**src/rtl/modexp_ctrl.sv**
```systemverilog
// Left-to-right square-and-multiply sequencer driving one Montgomery multiplier.
// Define MODEXP_SKIP_LZ_EN to skip leading zero exponent bits before the first job.
module modexp_ctrl #(
  parameter int EXP_W   = 256,
  parameter int TIMEOUT = 64,
  parameter int DATA_W  = 256
) (
  input  logic              clk,
  input  logic              rst_n,
  input  logic              start,
  input  logic [EXP_W-1:0]  exponent,
  input  logic [DATA_W-1:0] base_mont,
  input  logic [DATA_W-1:0] mont_one,
  output logic              busy,
  output logic              done,
  output logic              err,
  output logic [DATA_W-1:0] result,
  output logic              mm_enable,
  output logic              mm_pow_bit,
  output logic [DATA_W-1:0] mm_multiplicand,
  output logic [DATA_W-1:0] mm_indata,
  input  logic              mm_endflag,
  input  logic [DATA_W-1:0] mm_result
);
  localparam int BW = $clog2(EXP_W + 1);
  localparam int TW = (TIMEOUT > 1) ? $clog2(TIMEOUT) : 1;
  localparam logic [TW-1:0] TO_LAST = TW'(TIMEOUT - 1);
  localparam logic [BW-1:0] BIT_ALL = BW'(EXP_W);
  localparam logic [BW-1:0] BIT_ONE = BW'(1);

  typedef enum logic [2:0] {
`ifdef MODEXP_SKIP_LZ_EN
    S_SCAN,
`endif
    S_IDLE, S_LOAD, S_RUN, S_DONE
  } state_t;

  state_t            state;
  logic [EXP_W-1:0]  exp_sh;
  logic [DATA_W-1:0] base_r;
  logic [DATA_W-1:0] acc;
  logic [BW-1:0]     bit_cnt;
  logic [TW-1:0]     to_cnt;

  // Multiplier operands are the working registers themselves, so they stay
  // stable across LOAD and RUN without extra staging.
  assign mm_multiplicand = acc;
  assign mm_indata       = base_r;
  assign mm_pow_bit      = exp_sh[EXP_W-1];

  always_ff @(posedge clk or negedge rst_n) begin
    if (!rst_n) begin
      state     <= S_IDLE;
      exp_sh    <= '0;
      base_r    <= '0;
      acc       <= '0;
      bit_cnt   <= '0;
      to_cnt    <= '0;
      busy      <= 1'b0;
      done      <= 1'b0;
      err       <= 1'b0;
      result    <= '0;
      mm_enable <= 1'b0;
    end else begin
      done <= 1'b0;
      case (state)
        S_IDLE: if (start) begin
          exp_sh  <= exponent;
          base_r  <= base_mont;
          acc     <= mont_one;
          bit_cnt <= BIT_ALL;
          err     <= 1'b0;
          busy    <= 1'b1;
`ifdef MODEXP_SKIP_LZ_EN
          state   <= S_SCAN;
`else
          state   <= S_LOAD;
`endif
        end
`ifdef MODEXP_SKIP_LZ_EN
        S_SCAN: begin
          if (bit_cnt == '0) begin
            // all-zero exponent: result is the untouched Montgomery one
            result <= acc;
            busy   <= 1'b0;
            done   <= 1'b1;
            state  <= S_DONE;
          end else if (!exp_sh[EXP_W-1]) begin
            exp_sh  <= exp_sh << 1;
            bit_cnt <= bit_cnt - 1'b1;
          end else begin
            state <= S_LOAD;
          end
        end
`endif
        S_LOAD: begin
          mm_enable <= 1'b1;
          to_cnt    <= '0;
          state     <= S_RUN;
        end
        S_RUN: begin
          to_cnt <= to_cnt + 1'b1;
          if (mm_endflag) begin
            acc       <= mm_result;
            exp_sh    <= exp_sh << 1;
            bit_cnt   <= bit_cnt - 1'b1;
            mm_enable <= 1'b0;
            if (bit_cnt == BIT_ONE) begin
              result <= mm_result;
              busy   <= 1'b0;
              done   <= 1'b1;
              state  <= S_DONE;
            end else begin
              state <= S_LOAD;
            end
          end else if (to_cnt == TO_LAST) begin
            err       <= 1'b1;
            result    <= acc;
            mm_enable <= 1'b0;
            busy      <= 1'b0;
            done      <= 1'b1;
            state     <= S_DONE;
          end
        end
        S_DONE:  state <= S_IDLE;
        default: state <= S_IDLE;
      endcase
    end
  end
endmodule

```
**config.mk**
```make
export PLATFORM = sky130hd
export DESIGN_NAME = modexp_ctrl
export DESIGN_NICKNAME = d
export VERILOG_FILES = /design/src/rtl/modexp_ctrl.sv
export SDC_FILE = /design/constraint.sdc
export NUM_CORES = 2
export LEC_CHECK = 0
export CAP_MARGIN = 20
export CORE_AREA = 2 2 705 707
export DETAILED_ROUTE_END_ITERATION = 10
export DIE_AREA = 0 0 707 709
export GPL_TIMING_DRIVEN = 0
export SYNTH_ARGS = -nofsm -noshare
export SYNTH_HDL_FRONTEND = slang
export SYNTH_SLANG_ARGS = --single-unit
```
**constraint.sdc**
```tcl
create_clock -name clk -period 2.9 [get_ports clk]
set_clock_uncertainty 0.1 [all_clocks]
set_input_delay 0.58 -clock clk [delete_from_list [all_inputs] [get_ports clk]]
set_output_delay 0.58 -clock clk [all_outputs]
set_load 0.02 [all_outputs]
```
==> results.sh <==
export IMPL_post_dp_hpwl_um=363000
export IMPL_wl_per_cell_um=33.5
export IMPL_clock_sinks=1045
export IMPL_seq_power_share_pct=29.6
export IMPL_cell_int_power_uw=47200
export IMPL_seq_area_frac_synth_pct=56.2
export IMPL_grt_max_degree=155
export IMPL_grt_overflow_total=0
export IMPL_synthDominantAreaCellType="sky130_fd_sc_hd__dfrtp_1"
export IMPL_whs_ns=-0.480
export IMPL_critical_path_peak_fanout=11
export IMPL_ys_warnings_count=0
export IMPL_layout_min_cycle_time_ns=2.89
export IMPL_failed_checks="hold timing"
export IMPL_setup_tns_ns=0
export IMPL_detail_route_antenna_nets=0
export IMPL_worstMarginPinSlew_ns=1.15
export IMPL_outcome="complete, but fails checks"
export IMPL_port_buffers=1799
export IMPL_power_per_cell_area_nw_per_um2=1060
export IMPL_power_net_switching_uw=36600
export IMPL_hold_violations=113
export IMPL_die_h_um=709
export IMPL_syn_nets=4748
export IMPL_power_clock_fraction_pct=22.5
export IMPL_design_final_nets=6747
export IMPL_finalWirelength_um=417000
export IMPL_grt_setup_unrepaired="true"
export IMPL_max_clock_path_buffers=4
export IMPL_maxSlewViolCount=0
export IMPL_synth_edff_count=0
export IMPL_root_buffer="sky130_fd_sc_hd__clkbuf_16"
export IMPL_critical_path_class="input pin to register"
export IMPL_ys_seq_elements=1045
export IMPL_initial_core_util_pct=9.44
export IMPL_power_uw=83800
export IMPL_routed_vias_inst=3.30
export IMPL_cts_tree="done"
export IMPL_top_level_ports=1801
export IMPL_placement_rows=258
export IMPL_via_count=41027
export IMPL_synth_ff_type="sky130_fd_sc_hd__dfrtp_1"
export IMPL_yosys_cell_types_count=40
export IMPL_clock_fmax_mhz=345
export IMPL_grt_usage_pct=16.0
export IMPL_critical_path_required_ns=3.52
export IMPL_asyncSetResetFlopFracSynth_pct=100
export IMPL_switching_share_pct=43.7
export IMPL_grt_pass1_wl_um=505000
export IMPL_min_delay_path_class="input pin to async pin"
export IMPL_core_area_um2=493000
export IMPL_place_gp_congestion=1.05
export IMPL_syn_area_um2=46500
export IMPL_p_leak_uw=0.0320
export IMPL_initial_antenna_violation_count=268
export IMPL_cts_buffers=146
export IMPL_max_slew_margin_pct=23.1
export IMPL_fraction_of_final_layout_cells_sized_beyond_drive_strength_1_pct=18.9
export IMPL_ys_top_cells_by_area="sky130_fd_sc_hd__dfrtp_1, sky130_fd_sc_hd__mux2_2, sky130_fd_sc_hd__mux2i_1"
export IMPL_vdd_ir_drop_worst_uv=677
export IMPL_synth_commonest_cells="sky130_fd_sc_hd__dfrtp_1, sky130_fd_sc_hd__mux2_2, sky130_fd_sc_hd__nand2_1"
export IMPL_clock_latency_ns=0.86
export IMPL_drtIter0Drc=3173
export IMPL_floorplan_die_width_um=707
export IMPL_cp_arrival_ns=3.51
export IMPL_ctsHtreeMaxLevel=4
export IMPL_timing_final_crit_share_pct=99.8
export IMPL_remaining_drc_errors=0
export IMPL_synthMostInstantiatedCell="sky130_fd_sc_hd__dfrtp_1"
export IMPL_firstDrtPassIters=5
export IMPL_number_of_maximum_capacitance_violations=0
export IMPL_setup_viol=0
export IMPL_die_area_um2=501000
export IMPL_comb_power_share_pct=47.9
export IMPL_synthesis_area_per_instance_um2=12.5
export IMPL_crit_path_start_kind="input pin"
export IMPL_synth_top_cell_area_share_pct=56.2
export IMPL_synthesis_instances=3714
export IMPL_rr_worst_depth=9
export IMPL_clk_pin_slew_ns=0.06
export IMPL_crit_path_end_kind="register"
export IMPL_areaGrowthSynthToFinish_pct=70.5
export IMPL_vias_in_the_first_global_route=40208
## power by group through the flow
stage               sequential, µW  combinational (µW)  clock [µW]
finish                       24800               40100       18900
global route                 25400               42600       19900
global placement             25000               39300           0
CTS                          24700               40900       19500
detailed placement           24900               40400           0
floorplan                    28100               12700           0
## state kept, by name, indices dropped and copies added (netlist names)
register         flops
err                  1
busy                 1
mm_enable            1
exp_sh             256
bit_cnt              9
done                 1
result             256
state                2
mm_multiplicand    256
mm_indata          256
to_cnt               6
## path summary, 6_finish.rpt
kind,to,startpoint,slack [ns]
worst min register to register,exp_sh[82],exp_sh[82],0.38
worst min-delay path,result[241],rst_n,-0.48
worst max register to register,mm_multiplicand[100],state[1],0.08
max in group asynchronous,result[151],rst_n,0.48
min in group clk,busy,start,0.16
worst max-delay path,result[106],mm_endflag,0.005
## layer usage
| layer | share of wire, % | vias to the layer above | wire, µm | GRT usage, % |
|---|---|---|---|---|
| li1 | - | 17220 | - | - |
| met1 | 36 | 20783 | 151000 | 17.2 |
| met2 | 45 | 2200 | 188000 | 25.5 |
| met3 | 14 | 692 | 59300 | 10.1 |
| met4 | 4.1 | 132 | 17100 | 5.16 |
| met5 | 0.34 | - | 1400 | 0.779 |
## cell usage in the layout (no fill, tap or decap), drive strengths merged, types with 2 or more instances in the layout
cell type	netlist	routed
nand4	5	5
a22o	4	4
diode	0	120
dlygate4sd2	0	141
mux2	770	770
nor3	4	4
nor2b	4	4
o21ai	518	518
bufinv	0	10
clkinvlp	0	8
clkbuf	128	337
xor2	5	5
dfrtp	1045	1045
o2bb2ai	3	3
nand3	8	8
nand2	521	521
inv	10	15
dlymetal6s2s	0	2
nor2	16	16
nand2b	2	2
a21oi	2	2
buf	133	188
clkdlybuf4s18	0	2
mux2i	516	516
ha	6	6
nor4	2	2
clkinv	0	32
clkdlybuf4s50	0	1638
clkdlybuf4s15	0	5
## metrics by stage
step           worst slack, ns  utilization, %  area, µm²  hold slack [ns]  instances
6_report               0.00533            16.1      79300           -0.480      12441
5_1_grt               -0.00687            16.1      79200           -0.472      12396
4_1_cts                0.00253            16.0      78900           -0.507      12322
3_5_place_dp             -1.75            14.9      73700            0.370      12054
3_3_place_gp            -53.03            14.7      72600            0.363      12013
2_1_floorplan            0.732               -      46500            0.184       3714
## cell type report
cell class	instances	area, µm²
inverters	10	37.5
well taps	6500	8130
repair buffers	1853	19000
multi-input cells	2398	19000
plain buffers	259	1790
diodes	120	300
fillers	54833	414000
clock inverters	55	707
clock buffers	201	4150
flip-flops and latches	1045	26200
## repair_timing
item / in CTS / in global routing
endpoints found under the hold margin: 111 / 111
gates resized for setup: 308 / 62
pin swaps: 2 / 0
setup endpoints to repair: 1124 / 391
buffers inserted: 12 / 1
gates cloned: 2 / 0
## kinds of logic (layout without fill, tap and decap cells)
logic type	Yosys count	in the layout	share of synthesized area (%)
muxes	1286	1286	29.7
DFF	1045	1045	56.2
and+or+nand+nor	567	567	4.74
AOI/OAI and AO/OA	534	534	5.89
buffers and inverters	271	2378	3.13
adders and majority gates	6	6	0.161
xor gates and xnor gates	5	5	0.0942
other	0	120	0
## worst max-delay path, stage by stage
cell and delay [ns]:
sky130_fd_sc_hd__clkdlybuf4s50_1 0.51, sky130_fd_sc_hd__buf_4 0.49, sky130_fd_sc_hd__buf_4 0.42, sky130_fd_sc_hd__clkbuf_2 0.37, sky130_fd_sc_hd__buf_8 0.20, sky130_fd_sc_hd__mux2_2 0.49, sky130_fd_sc_hd__mux2_1 0.34
(Power assumes the default switching activity.)
